## src/rtl/spi_uart_streamer.sv

```systemverilog
// spi_uart_streamer: starts an SPI ADC conversion, latches NCH samples and streams them
// as a framed byte sequence to a UART. Define CHECKSUM_EN to append an XOR checksum byte.
module spi_uart_streamer #(
  parameter int         NCH     = 2,
  parameter int         DW      = 12,
  parameter int         PERIOD  = 1000000,
  parameter int         TIMEOUT = 4096,
  parameter logic [7:0] HDR     = 8'hA5
) (
  input  logic              clk,
  input  logic              rst,
  input  logic              trig,
  input  logic              cont_en,
  input  logic [NCH*DW-1:0] data,
  input  logic              done,
  output logic              start,
  output logic [7:0]        TxD_data,
  output logic              TxD_start,
  input  logic              TxD_busy,
  output logic              busy,
  output logic              overrun,
  output logic              timeout_err
);

  localparam int BPC = (DW + 7) / 8;
  localparam int EW  = 8 * BPC;
  localparam int NDB = NCH * BPC;
`ifdef CHECKSUM_EN
  localparam int L   = NDB + 2;
`else
  localparam int L   = NDB + 1;
`endif
  localparam int IW  = $clog2(L + 1);
  localparam int CW  = $clog2(TIMEOUT + 1);
  localparam int PW  = (PERIOD > 1) ? $clog2(PERIOD) : 1;

  typedef enum logic [2:0] {S_IDLE, S_CONV, S_SEND, S_GUARD, S_WAIT} state_t;

  state_t            state_reg, state_next;
  logic              start_reg, start_next;
  logic              timeout_reg, timeout_next;
  logic              overrun_reg, overrun_next;
  logic [7:0]        tx_data_reg, tx_data_next;
  logic [IW-1:0]     idx_reg, idx_next;
  logic [CW-1:0]     cnt_reg, cnt_next;
  logic [NCH*DW-1:0] shadow_reg, shadow_next;
  logic [PW-1:0]     pcnt_reg, pcnt_next;
`ifdef CHECKSUM_EN
  logic [7:0]        csum_reg, csum_next;
`endif

  logic              tick;
  logic              req;
  logic              tx_start;
  logic [IW-1:0]     idx_plus;
  logic [7:0]        next_byte;
  logic [EW-1:0]     ch_ext [NCH];
  logic [7:0]        frame_byte [1:L-1];

  // Byte 0 is always HDR and is loaded directly; only bytes 1..L-1 are muxed.
  genvar gi;
  generate
    for (gi = 0; gi < NCH; gi++) begin : g_ch
      assign ch_ext[gi] = EW'(shadow_reg[gi*DW +: DW]);
    end
    for (gi = 0; gi < NDB; gi++) begin : g_byte
      assign frame_byte[gi+1] = ch_ext[gi/BPC][8*(BPC-1-(gi%BPC)) +: 8];
    end
  endgenerate

`ifdef CHECKSUM_EN
  assign frame_byte[L-1] = csum_reg;
`endif

  assign tick     = cont_en && (pcnt_reg == PW'(PERIOD - 1));
  assign req      = trig || tick;
  assign idx_plus = idx_reg + IW'(1);

  always_comb begin
    next_byte = 8'h00;
    for (int k = 1; k < L; k++) begin
      if (idx_plus == IW'(k)) next_byte = frame_byte[k];
    end
  end

  always_ff @(posedge clk) begin
    if (rst) begin
      state_reg   <= S_IDLE;
      start_reg   <= 1'b0;
      timeout_reg <= 1'b0;
      overrun_reg <= 1'b0;
      tx_data_reg <= 8'h00;
      idx_reg     <= '0;
      cnt_reg     <= '0;
      shadow_reg  <= '0;
      pcnt_reg    <= '0;
`ifdef CHECKSUM_EN
      csum_reg    <= 8'h00;
`endif
    end else begin
      state_reg   <= state_next;
      start_reg   <= start_next;
      timeout_reg <= timeout_next;
      overrun_reg <= overrun_next;
      tx_data_reg <= tx_data_next;
      idx_reg     <= idx_next;
      cnt_reg     <= cnt_next;
      shadow_reg  <= shadow_next;
      pcnt_reg    <= pcnt_next;
`ifdef CHECKSUM_EN
      csum_reg    <= csum_next;
`endif
    end
  end

  always_comb begin
    state_next   = state_reg;
    start_next   = 1'b0;
    timeout_next = 1'b0;
    overrun_next = overrun_reg;
    tx_data_next = tx_data_reg;
    idx_next     = idx_reg;
    cnt_next     = cnt_reg;
    shadow_next  = shadow_reg;
    tx_start     = 1'b0;
`ifdef CHECKSUM_EN
    csum_next    = csum_reg;
`endif

    if (!cont_en || tick) pcnt_next = '0;
    else                  pcnt_next = pcnt_reg + PW'(1);

    // A request arriving outside IDLE is dropped and only flagged.
    if (req) overrun_next = (state_reg != S_IDLE);

    case (state_reg)
      S_IDLE: begin
        if (req) begin
          state_next = S_CONV;
          start_next = 1'b1;
          cnt_next   = CW'(TIMEOUT);
        end
      end
      S_CONV: begin
        if (done) begin
          shadow_next  = data;
          idx_next     = '0;
          tx_data_next = HDR;
          state_next   = S_SEND;
`ifdef CHECKSUM_EN
          csum_next    = 8'h00;
`endif
        end else if (cnt_reg <= CW'(1)) begin
          timeout_next = 1'b1;
          state_next   = S_IDLE;
        end else begin
          cnt_next = cnt_reg - CW'(1);
        end
      end
      S_SEND: begin
        if (!TxD_busy) begin
          tx_start   = 1'b1;
          state_next = S_GUARD;
`ifdef CHECKSUM_EN
          csum_next  = csum_reg ^ tx_data_reg;
`endif
        end
      end
      S_GUARD: state_next = S_WAIT;
      S_WAIT: begin
        if (!TxD_busy) begin
          if (idx_reg == IW'(L - 1)) begin
            state_next = S_IDLE;
          end else begin
            idx_next     = idx_plus;
            tx_data_next = next_byte;
            state_next   = S_SEND;
          end
        end
      end
      default: state_next = S_IDLE;
    endcase
  end

  assign start       = start_reg;
  assign TxD_data    = tx_data_reg;
  assign TxD_start   = tx_start;
  assign busy        = (state_reg != S_IDLE);
  assign overrun     = overrun_reg;
  assign timeout_err = timeout_reg;

endmodule

```

## config.mk

```make
export PLATFORM = sky130hd
export DESIGN_NAME = spi_uart_streamer
export DESIGN_NICKNAME = d
export VERILOG_FILES = /design/src/rtl/spi_uart_streamer.sv
export SDC_FILE = /design/constraint.sdc
export NUM_CORES = 1
export LEC_CHECK = 0
export CAP_MARGIN = 20
export CORE_MARGIN = 2
export CORE_UTILIZATION = 40
export CTS_CLUSTER_SIZE = 20
export DETAILED_ROUTE_END_ITERATION = 12
export GPL_TIMING_DRIVEN = 0
export HOLD_SLACK_MARGIN = 0.03
export SLEW_MARGIN = 20
export SYNTH_ARGS = -nofsm -noshare
export SYNTH_HDL_FRONTEND = slang
export SYNTH_SLANG_ARGS = --single-unit
```

## constraint.sdc

```tcl
create_clock -name clk -period 1.91 [get_ports clk]
set_input_delay 0.382 -clock clk [delete_from_list [all_inputs] [get_ports clk]]
set_output_delay 0.382 -clock clk [all_outputs]
set_load 0.02 [all_outputs]
```

==> results by group, run 1 <==
Clock network
  • Inserted Clock Buffers: 9
  • CTS tree: yes
  • Worst-Skew Late Latency: 0.35 ns
  • Root Driver: clkbuf_8
  • Max Buffers Root-to-Sink: 2
  • Clock-pin slew on the worst setup and hold paths: 0.08 ns
  • CTS Sinks: 74
  • H-tree Lvls: 3

Finish
  • Nets@finish: 530
  • Max reg flops: 24
  • Layout Cells excl Fill: 605
  • Share of layout cells above drive strength 1: 17.51%
  • Layout area overhead: 29.57%
  • Ant diodes: 0

Critical path
  • Worst r2r path cells: 6
  • Worst Path Arrival: 2.23 ns
  • WP data required: 2.16 ns
  • Sequence of cells on the critical path: or4_4, o41ai_4, buf_4, o22ai_4, buf_6, a311oi_2
  • CP max FO: 5
  • Cell at the slowest stage of the critical path: or4_4
  • Worst setup SP type: flip-flop
  • R2R Setup Slk: -0.06 ns
  • Reg2Reg Launch Point: cnt_reg[5]
  • Max stage delay on crit path: 0.55 ns
  • Buffers & Inverters on Critical Path: 2
  • Setup crit end kind: flip-flop
  • Critical path's top delay family: compound AO/OA/AOI/OAI gates
  • R2r endpoint: cnt_reg[10]
  • Kind of critical path: flip-flop to flip-flop

Drt
  • DRC errors left: 0
  • Final ANT Viol Nets: 0
  • Final wirelength: 8.962 mm
  • Via count: 3,207
  • Router iterations before antenna repair: 4
  • Routed len/inst: 14.81 µm
  • Initial DRC Count: 126
  • Vias/cell: 5.301

Synthesis
  • Synthesized net count: 470
  • Number of library cell types mapped by synthesis: 48
  • FFs w/ async S/R, synth: 0%
  • Register bit count reported by yosys: 74
  • Largest area contributor in the netlist: dfxtp_1
  • Syn_area_per_cell: 8.072 µm²
  • Synth cell count leaders: dfxtp_1 (74), nand2_1 (74), a21oi_1 (47)
  • Synth area leaders: dfxtp_1 (42%), nand2_1 (8.0%), a21oi_1 (6.7%)
  • Count of flip-flops with a built-in enable after synthesis: 0
  • Yosys warning total: 0
  • Ys flop type: dfxtp_1
  • Register area share after synthesis: 42.48%
  • Synth Cell Area: 0.003487 mm²
  • Yosys top cell area share: 42.48%
  • Gate Count Post-Synth: 432

GRT
  • First-pass GRT wire length: 14.43 mm
  • Initial antenna violation count: 0
  • Pin count of the biggest net entering global routing: 12
  • Number of global-route vias before repair: 3,014
  • GRT Util Overall: 18.61%
  • GRT overflow: 0

Floorplan
  • Starting Density: 40.58%
  • Site Rows: 34
  • Core area: 0.008593 mm²
  • Die H: 97.37 µm
  • Die W: 97.37 µm
  • Full die area: 0.009481 mm²
  • Ports: 43

Place
  • Number of I/O port buffers: 42
  • Hpwl dp: 6.158 mm
  • Worst slack, placed: -0.5616 ns
  • Gpl congestion: 0.8835
  • Post-Place Cells: 582

Run status
  • Status: complete, but fails checks
  • Failing checks: negative setup slack

Pwr
  • Peak supply drop: 0.3247 mV
  • Power per cell area: 847.7 mW/mm²
  • Static Leak: 0.001532 µW

STA
  • FMAX: 506.4 MHz
  • Final setup fails: 4
  • Slew at the pin with the worst max-slew slack: 0.7331 ns
  • Setup TNS: -0.1485 ns
  • Period utilization: 103.4%
  • RSZ-0062 raised after global routing: true
  • Final Hold Viols: 0
  • Worst hold margin: 0.4469 ns
  • Setup WS post-layout: -0.06480 ns
  • Final min period: 1.975 ns
  • Final Max Slew Viols: 0
  • Max-slew headroom: 51.13%
  • Post-Route Skew: 0.01470 ns

Min path
  • WHS Path Cells: 1
  • HP Start: pcnt_reg[0]
  • Hold crit path type: flip-flop to flip-flop
  • Hold path endpoint: pcnt_reg[0]

Flow run
  • Max-cap violation count: 0
-- layout make-up --
type                    instances  area, µm²
clock buffers                  13      148.9
multi-input cells             326       2087
inverters                       9      33.78
flip-flops and latches         74       1498
repair buffers                 51      488.0
plain buffers                  21      112.6
clock inverters                 3      15.01
fillers                       820       4075
well taps                     108      135.1
-- layer usage --
layer | global-route usage, % | part of all wire (%) | vias to the layer above
met4 | 7.158 | 1.4 | 0
li1 | - | - | 1624
met2 | 28.70 | 46 | 59
met1 | 26.27 | 49 | 1511
met5 | 0 | 0 | -
met3 | 2.878 | 4.0 | 13
-- metrics by stage --
stage | util (%) | power [µW] | area, µm²
5_1_grt | 52.58 | 4028 | 4518
4_1_cts | 50.41 | 3719 | 4332
3_5_place_dp | 47.04 | 2600 | 4043
6_report | 52.58 | 3830 | 4518
2_1_floorplan | - | 2333 | 3487
3_3_place_gp | 47.04 | 2588 | 4043
-- where the power goes --
| part | switching, µW | total [µW] | leakage, µW | internal, µW |
|---|---|---|---|---|
| sequential | 94.5 | 1740 | 0.000605 | 1640 |
| combinational | 563 | 1040 | 0.000840 | 477 |
| clock | 550 | 1050 | 0.0000872 | 503 |
-- cell usage in the layout (no fill, tap or decap), types with 5 or more instances in the layout --
| cell type | instances |
|---|---|
| nand2_1 | 73 |
| dfxtp_1 | 65 |
| a21oi_1 | 41 |
| clkdlybuf4s50_1 | 40 |
| nor2_1 | 37 |
| nand3_1 | 25 |
| nor3_1 | 16 |
| xnor2_1 | 14 |
| clkbuf_1 | 10 |
| clkbuf_8 | 10 |
| inv_1 | 9 |
| buf_4 | 9 |
| o21ai_0 | 7 |
| ha_1 | 7 |
| dfxtp_2 | 7 |
| a311oi_1 | 6 |
| a21oi_2 | 6 |
| buf_2 | 5 |
| clkbuf_2 | 5 |
| nand3b_1 | 5 |
-- cells by family after synthesis --
group	after synthesis	share of synthesized area, %
AND/OR/NAND/NOR	210	29.31
AO/OA/AOI/OAI	86	15.79
flip-flops	74	42.48
buffers and inverters	32	3.911
XOR/XNOR	20	5.023
adder cells (fa/ha/maj)	8	2.871
multiplexers	2	0.6100
-- timing repair --
action / 4_1_cts / 5_1_grt
setup endpoints to repair: 61 / 49
setup buffers: 2 / 5
cloned: 1 / 1
resized for setup: 40 / 46
hold buffers: 0 / 0
hold endpoints to repair: 0 / 0
pin swaps: 3 / 6
-- worst max-delay path by stage --
stage	start	to	slack, ns	cells after the start
finish	cnt_reg[5]	cnt_reg[10]	-0.06	6
detailed placement	TxD_busy	TxD_start	-0.56	3
global route	pcnt_reg[11]	cnt_reg[10]	-0.09	6
global placement	TxD_busy	TxD_start	-0.57	3
floorplan	cnt_reg[4]	cnt_reg[10]	0.06	6
CTS	cnt_reg[8]	cnt_reg[10]	-0.03	6
(Power assumes the default switching activity.)
==> inputs of run 2 (changes only) <==
--- a/config.mk
+++ b/config.mk
@@ -8,10 +8,13 @@
 export CAP_MARGIN = 20
 export CORE_MARGIN = 2
 export CORE_UTILIZATION = 40
+export CTS_CLUSTER_DIAMETER = 40
 export CTS_CLUSTER_SIZE = 20
 export DETAILED_ROUTE_END_ITERATION = 12
+export DONT_BUFFER_PORTS = 1
 export GPL_TIMING_DRIVEN = 0
 export HOLD_SLACK_MARGIN = 0.03
+export MAX_ROUTING_LAYER = met4
 export SLEW_MARGIN = 20
 export SYNTH_ARGS = -nofsm -noshare
 export SYNTH_HDL_FRONTEND = slang
==> run 2 against run 1 <==
  * Core utilization shrank 4.7 points
  * First-iteration DRC count down 4.8%
  * Non-clock buffer count shrank 40
  * Critical path depth is 1 lower
  * The flow still finishes with violations (negative setup slack)
  * Combinational power decreased by 17%
  * Flip-flop and latch count is the same
==> results by group, run 2 (synthesis gave the netlist of run 1 again) <==
Run status
  • Status: complete, but fails checks
  • Failing checks: negative setup slack

Critical path
  • Reg2Reg Launch Point: cnt_reg[5]
  • Setup crit end kind: flip-flop
  • WP data required: 2.15 ns (about the same)
  • CP max FO: 5 (unchanged)
  • Critical path origin: cnt_reg[5]
  • Worst setup SP type: flip-flop
  • Kind of critical path: flip-flop to flip-flop
  • Worst Path Arrival: 2.22 ns (about the same)

Drt
  • Vias/cell: 5.471 (+3.2%)
  • Initial DRC Count: 120 (-4.8%)
  • Via count: 3,091 (-3.6%)
  • DRC errors left: 0 (unchanged)
  • Router iterations before antenna repair: 4 (unchanged)
  • Routed len/inst: 15.64 µm (+5.6%)
  • Final wirelength: 8.839 mm (-1.4%)
  • Final ANT Viol Nets: 0 (unchanged)

Clock network
  • CTS tree: yes
  • Inserted Clock Buffers: 9 (unchanged)
  • Max Buffers Root-to-Sink: 2 (unchanged)
  • Hold buffers post-CTS: 0 (unchanged)
  • H-tree Lvls: 3 (unchanged)
  • Clock-pin slew on the worst setup and hold paths: 0.08 ns (about the same)
  • CTS Sinks: 74 (unchanged)
  • Root Driver: clkbuf_8
  • Worst-Skew Late Latency: 0.35 ns (about the same)

STA
  • Post-Route Skew: 0.01364 ns (-0.001063 ns)
  • Final setup fails: 11 (+7)
  • FMAX: 505.4 MHz (-0.19%)
  • Final Max Slew Viols: 0 (unchanged)
  • Final min period: 1.978 ns (+0.003687 ns)
  • Max-slew headroom: 54.93% (+3.8 points)
  • Final Hold Viols: 0 (unchanged)
  • Period utilization: 103.6% (+0.19 points)
  • RSZ-0062 raised after global routing: true
  • Slew at the pin with the worst max-slew slack: 0.6760 ns (-0.05707 ns)
  • Setup WS post-layout: -0.06848 ns (-0.003687 ns)

Finish
  • Ant diodes: 0 (unchanged)
  • Share of layout cells above drive strength 1: 16.41% (-1.1 points)
  • Nets@finish: 490 (-7.5%)
  • Max reg flops: 24 (unchanged)
  • Layout Cells excl Fill: 565 (-6.6%)
  • Commonest non-fill, non-tap cell in the layout: nand2_1
  • Layout area overhead: 17.98%
  • Commonest non-fill, non-tap cells in the layout: nand2_1 (73), dfxtp_1 (69), a21oi_1 (42), nor2_1 (38), nand3_1 (25)

GRT
  • First-pass GRT wire length: 14.41 mm (-0.14%)
  • GRT Util Overall: 19.15% (+0.54 points)
  • GRT overflow: 0 (unchanged)
  • Number of global-route vias before repair: 2,916 (-3.3%)
  • Initial antenna violation count: 0 (unchanged)
  • Pin count of the biggest net entering global routing: 13 (+1)

Place
  • Gpl congestion: 0.8186 (-7.3%)
  • Hpwl dp: 5.972 mm (-3.0%)
  • Worst slack, placed: -0.2367 ns (+0.3248 ns)
  • Number of I/O port buffers: 0 (-100%)
  • Post-Place Cells: 540 (-7.2%)

Pwr
  • Power per cell area: 966.4 mW/mm² (+14%)
  • Peak supply drop: 0.4062 mV (+25%)
  • Static Leak: 0.001388 µW (-9.4%)

Floorplan
  • Ports: 43 (unchanged)
  • Site Rows: 34 (unchanged)
  • Full die area: 0.009481 mm² (unchanged)
  • Die W: 97.37 µm (unchanged)
  • Starting Density: 40.58% (unchanged)
  • Core area: 0.008593 mm² (unchanged)
  • Die H: 97.37 µm (unchanged)

Min path
  • HP Start: data[1]
  • Hold crit path type: primary input to flip-flop

Flow run
  • Max-cap violation count: 0 (unchanged)
## run 2: cell count changes in the layout (fill, tap and decap cells not counted), sizes merged
cell / delta
clkdlybuf4s50: -40
buf: -1
clkinv: -3
clkinvlp: +2
bufinv: +2
## run 2: metal layers
layer	vias up	track usage [%]	wire [µm]
met1	1458	25.68	4255
met2	58	28.97	4081
met3	13	3.309	372
met5	-	-	0
li1	1562	-	-
met4	0	7.479	129
## run 2: what timing repair did
item,CTS,global route
pin swaps,11,11
setup buffers,4,4
endpoints found under the setup margin,60,68
resized for setup,30,29
cloned,1,1
## run 2: worst paths after layout
path / endpoint / slack, ns / depth (start not counted)
worst max-delay path: cnt_reg[12] / -0.07 / 5
worst min-delay path: shadow_reg[1] / 0.16 / 2
worst max register to register: cnt_reg[12] / -0.07 / 5
worst min register to register: pcnt_reg[0] / 0.44 / 1
## run 2: critical path, cell delays in order (launching register included)
cell and delay, ns:
dfxtp_4 0.35, or4_4 0.55, o41ai_4 0.45, o22ai_4 0.15
buf_6 0.17, a32o_1 0.20
## run 2: metrics by stage
| stage | TNS [ns] | hold WS, ns | total power (µW) | area, µm² | utilization (%) |
|---|---|---|---|---|---|
| 2_1_floorplan | 0 | 0.4129 | 2333 | 3487 | - |
| 3_5_place_dp | -4.853 | 0.4302 | 2495 | 3628 | 42.22 |
| 3_3_place_gp | -4.489 | 0.4214 | 2482 | 3622 | 42.15 |
| 4_1_cts | -0.7601 | 0.1495 | 3902 | 3981 | 46.33 |
| 5_1_grt | -1.254 | 0.1679 | 4167 | 4114 | 47.87 |
| 6_report | -0.4356 | 0.1610 | 3976 | 4114 | 47.87 |
## run 2: report_power, final
group | switching (µW) | internal [µW] | leakage (µW)
Clock | 580 | 773 | 0.000103
Sequential | 118 | 1640 | 0.000603
Combinational | 495 | 367 | 0.000682
## run 2: area by class of cell
class	instances	area (µm²)
fillers	844	4479
multi-input cells	326	2037
flip-flops and latches	74	1493
clock buffers	12	145.1
well taps	108	135.1
plain buffers	22	112.6
repair buffers	10	82.58
clock inverters	4	75.07
inverters	9	33.78
==> inputs of run 3 (changes only) <==
--- a/config.mk
+++ b/config.mk
@@ -15,6 +15,7 @@
 export GPL_TIMING_DRIVEN = 0
 export HOLD_SLACK_MARGIN = 0.03
 export MAX_ROUTING_LAYER = met4
+export SETUP_SLACK_MARGIN = 0.3
 export SLEW_MARGIN = 20
 export SYNTH_ARGS = -nofsm -noshare
 export SYNTH_HDL_FRONTEND = slang
==> run 3 against run 2 <==
  * The flow still finishes with violations (negative setup slack)
  * Non-clock buffer count is 17 higher
  * Flip-flop and latch count unchanged
  * Via count rose by 1.6%
  * Critical path depth rose by 1
  * Sequential share of layout area decreased by 3.8 points
  * Routed wire length grew 3.9%
  * Core utilization is 6.1 points higher
  * Clock power down 10%
  * First-iteration DRC count shrank 9.2%
  * Clock skew is 0.0041 ns lower
==> results by group, run 3 (synthesis gave the netlist of run 1 again) <==
Place
  • Hpwl dp: 5.981 mm (+0.15%)
  • Worst slack, placed: -0.2234 ns (+0.01332 ns)
  • Number of I/O port buffers: 0 (unchanged)
  • Gpl congestion: 0.8111 (-0.92%)
  • Placed Area: 0.003667 mm² (+1.1%)

Finish
  • Max reg flops: 24 (unchanged)
  • Share of layout cells above drive strength 1: 30.66% (+14 points)
  • Design Area, Final: 0.004638 mm² (+13%)
  • Fill count: 793 (-6.0%)
  • Ant diodes: 0 (unchanged)
  • Footprint of the multi-input gates: 0.002315 mm² (+14%)
  • Commonest non-fill, non-tap cells in the layout: nand2_1 (71), dfxtp_1 (60), a21oi_1 (38), nand3_1 (24), nor2_1 (23)
  • Nets@finish: 507 (+3.5%)
  • Layout area overhead: 33.01%
  • Register area: 0.001509 mm² (+1.1%)
  • Fin util: 53.97% (+6.1 points)
  • Commonest non-fill, non-tap cell in the layout: nand2_1

Pwr
  • Switch Pwr: 1252 µW (+4.9%)
  • Combinational power share: 25.7% (+4.0 points)
  • Peak supply drop: 0.3402 mV (-16%)
  • Cell internal pwr: 2760 µW (-0.81%)
  • Total power: 4012 µW (+0.92%)
  • Clock power frac: 30.3% (-3.7 points)
  • Static Leak: 0.001549 µW (+12%)
  • Sw Share: 31.21% (+1.2 points)
  • Power per cell area: 865.0 mW/mm² (-10%)
  • Reg power frac: 44.0% (-0.3 points)

Critical path
  • Worst Path Arrival: 2.21 ns (about the same)
  • Worst setup SP type: flip-flop
  • CP max FO: 5 (unchanged)
  • Reg2Reg Launch Point: cnt_reg[9]
  • Worst r2r path cells: 6 (+1)
  • R2r endpoint: cnt_reg[10]
  • Setup crit end kind: flip-flop
  • Kind of critical path: flip-flop to flip-flop
  • WP data required: 2.17 ns (+0.02 ns)
  • R2R Setup Slk: -0.03 ns (+0.03 ns)

STA
  • Setup WS post-layout: -0.03476 ns (+0.03373 ns)
  • Slew at the pin with the worst max-slew slack: 0.6833 ns (+0.007297 ns)
  • RSZ-0062 raised after global routing: true
  • Period utilization: 101.8% (-1.8 points)
  • Final Hold Viols: 0 (unchanged)
  • Max-slew headroom: 54.45% (-0.49 points)
  • Final min period: 1.945 ns (-0.03373 ns)
  • Final Max Slew Viols: 0 (unchanged)
  • Post-Route Skew: 0.009570 ns (-0.004066 ns)
  • FMAX: 514.2 MHz (+1.7%)
  • Final setup fails: 5 (-6)
  • Setup TNS: -0.1060 ns (+0.3296 ns)

GRT
  • GRT Util Overall: 19.64% (+0.49 points)
  • Initial antenna violation count: 0 (unchanged)
  • Pin count of the biggest net entering global routing: 13 (unchanged)
  • First-pass GRT wire length: 14.60 mm (+1.3%)
  • GRT overflow: 0 (unchanged)
  • Number of global-route vias before repair: 2,953 (+1.3%)

Drt
  • Final wirelength: 9.183 mm (+3.9%)
  • Final ANT Viol Nets: 0 (unchanged)
  • Routed len/inst: 15.81 µm (+1.0%)
  • Vias/cell: 5.406 (-1.2%)
  • Initial DRC Count: 109 (-9.2%)
  • Via count: 3,141 (+1.6%)
  • Router iterations before antenna repair: 5 (+1)
  • DRC errors left: 0 (unchanged)

Floorplan
  • Full die area: 0.009481 mm² (unchanged)
  • Die H: 97.37 µm (unchanged)
  • Starting Density: 40.58% (unchanged)
  • Core area: 0.008593 mm² (unchanged)
  • Die W: 97.37 µm (unchanged)
  • Site Rows: 34 (unchanged)
  • Ports: 43 (unchanged)

Min path
  • WHS Path Cells: 2 (unchanged)
  • Hold path endpoint: shadow_reg[7]
  • HP Start: data[7]
  • Hold crit path type: primary input to flip-flop

Clock network
  • Root Driver: clkbuf_8
  • Clock-pin slew on the worst setup and hold paths: 0.08 ns (about the same)
  • CTS tree: yes
  • H-tree Lvls: 3 (unchanged)
  • Inserted Clock Buffers: 9 (unchanged)
  • Worst-Skew Late Latency: 0.35 ns (about the same)
  • CTS Sinks: 74 (unchanged)
  • Max Buffers Root-to-Sink: 2 (unchanged)

Run status
  • Status: complete, but fails checks
  • Failing checks: negative setup slack

Flow run
  • Max-cap violation count: 0 (unchanged)
-- run 3: cell types whose count changed in the layout (fill, tap and decap cells not counted), sizes merged --
cell	change
bufinv	-1
clkbuf	-6
clkinv	+2
buf	+21
-- run 3: per-layer routing --
layer  up-vias  wire length (µm)  part of all wire [%]  GRT usage [%]
met3        10               417                   4.5          4.460
met4         0                98                   1.1          6.410
met5         -                 0                     0              -
met2        59              4390                    48          29.07
met1      1482              4277                    47          26.70
li1       1590                 -                     -              -
-- run 3: repair_timing --
item	in CTS	in global routing
endpoints found under the setup margin	73	69
hold buffers	0	0
cloned	4	0
resized for setup	78	82
setup buffers	13	9
pin swaps	21	24
-- run 3: power groups by stage --
stage                     registers [µW]  logic (µW)  clock network (µW)
after floorplan                     1760         606                   0
after global placement              1790         727                   0
after detailed placement            1790         738                   0
after CTS                           1760         926                1250
after global routing                1780        1130                1320
final                               1770        1030                1210
-- run 3: worst max path at each step --
stage                            start  depth (start not counted)     endpoint
after floorplan            cnt_reg[11]                          6   cnt_reg[3]
after global placement      cnt_reg[0]                          7  cnt_reg[10]
after detailed placement   pcnt_reg[0]                          7  cnt_reg[10]
after CTS                 pcnt_reg[11]                          6  cnt_reg[10]
after global routing       cnt_reg[11]                          7   cnt_reg[3]
final                       cnt_reg[9]                          6  cnt_reg[10]
-- run 3: stage by stage --
step	std cells	hold WS, ns
6_report	581	0.1544
2_1_floorplan	432	0.4129
4_1_cts	572	0.1436
5_1_grt	581	0.1417
3_5_place_dp	540	0.4382
3_3_place_gp	540	0.4236
-- run 3: worst max-delay path, cell delays in order (launching register included) --
cell,delay [ns]
dfxtp_2,0.35
or4_4,0.54
o41ai_4,0.32
buf_4,0.18
o22ai_4,0.08
buf_6,0.15
a311oi_2,0.22
-- run 3: final cells by class --
cell class / count / area share [%]
clock inverters: 5 / 1.187
clock buffers: 10 / 2.967
multi-input cells: 326 / 49.91
repair buffers: 26 / 5.179
inverters: 9 / 0.8902
plain buffers: 23 / 4.424
well taps: 108 / 2.913
flip-flops and latches: 74 / 32.53
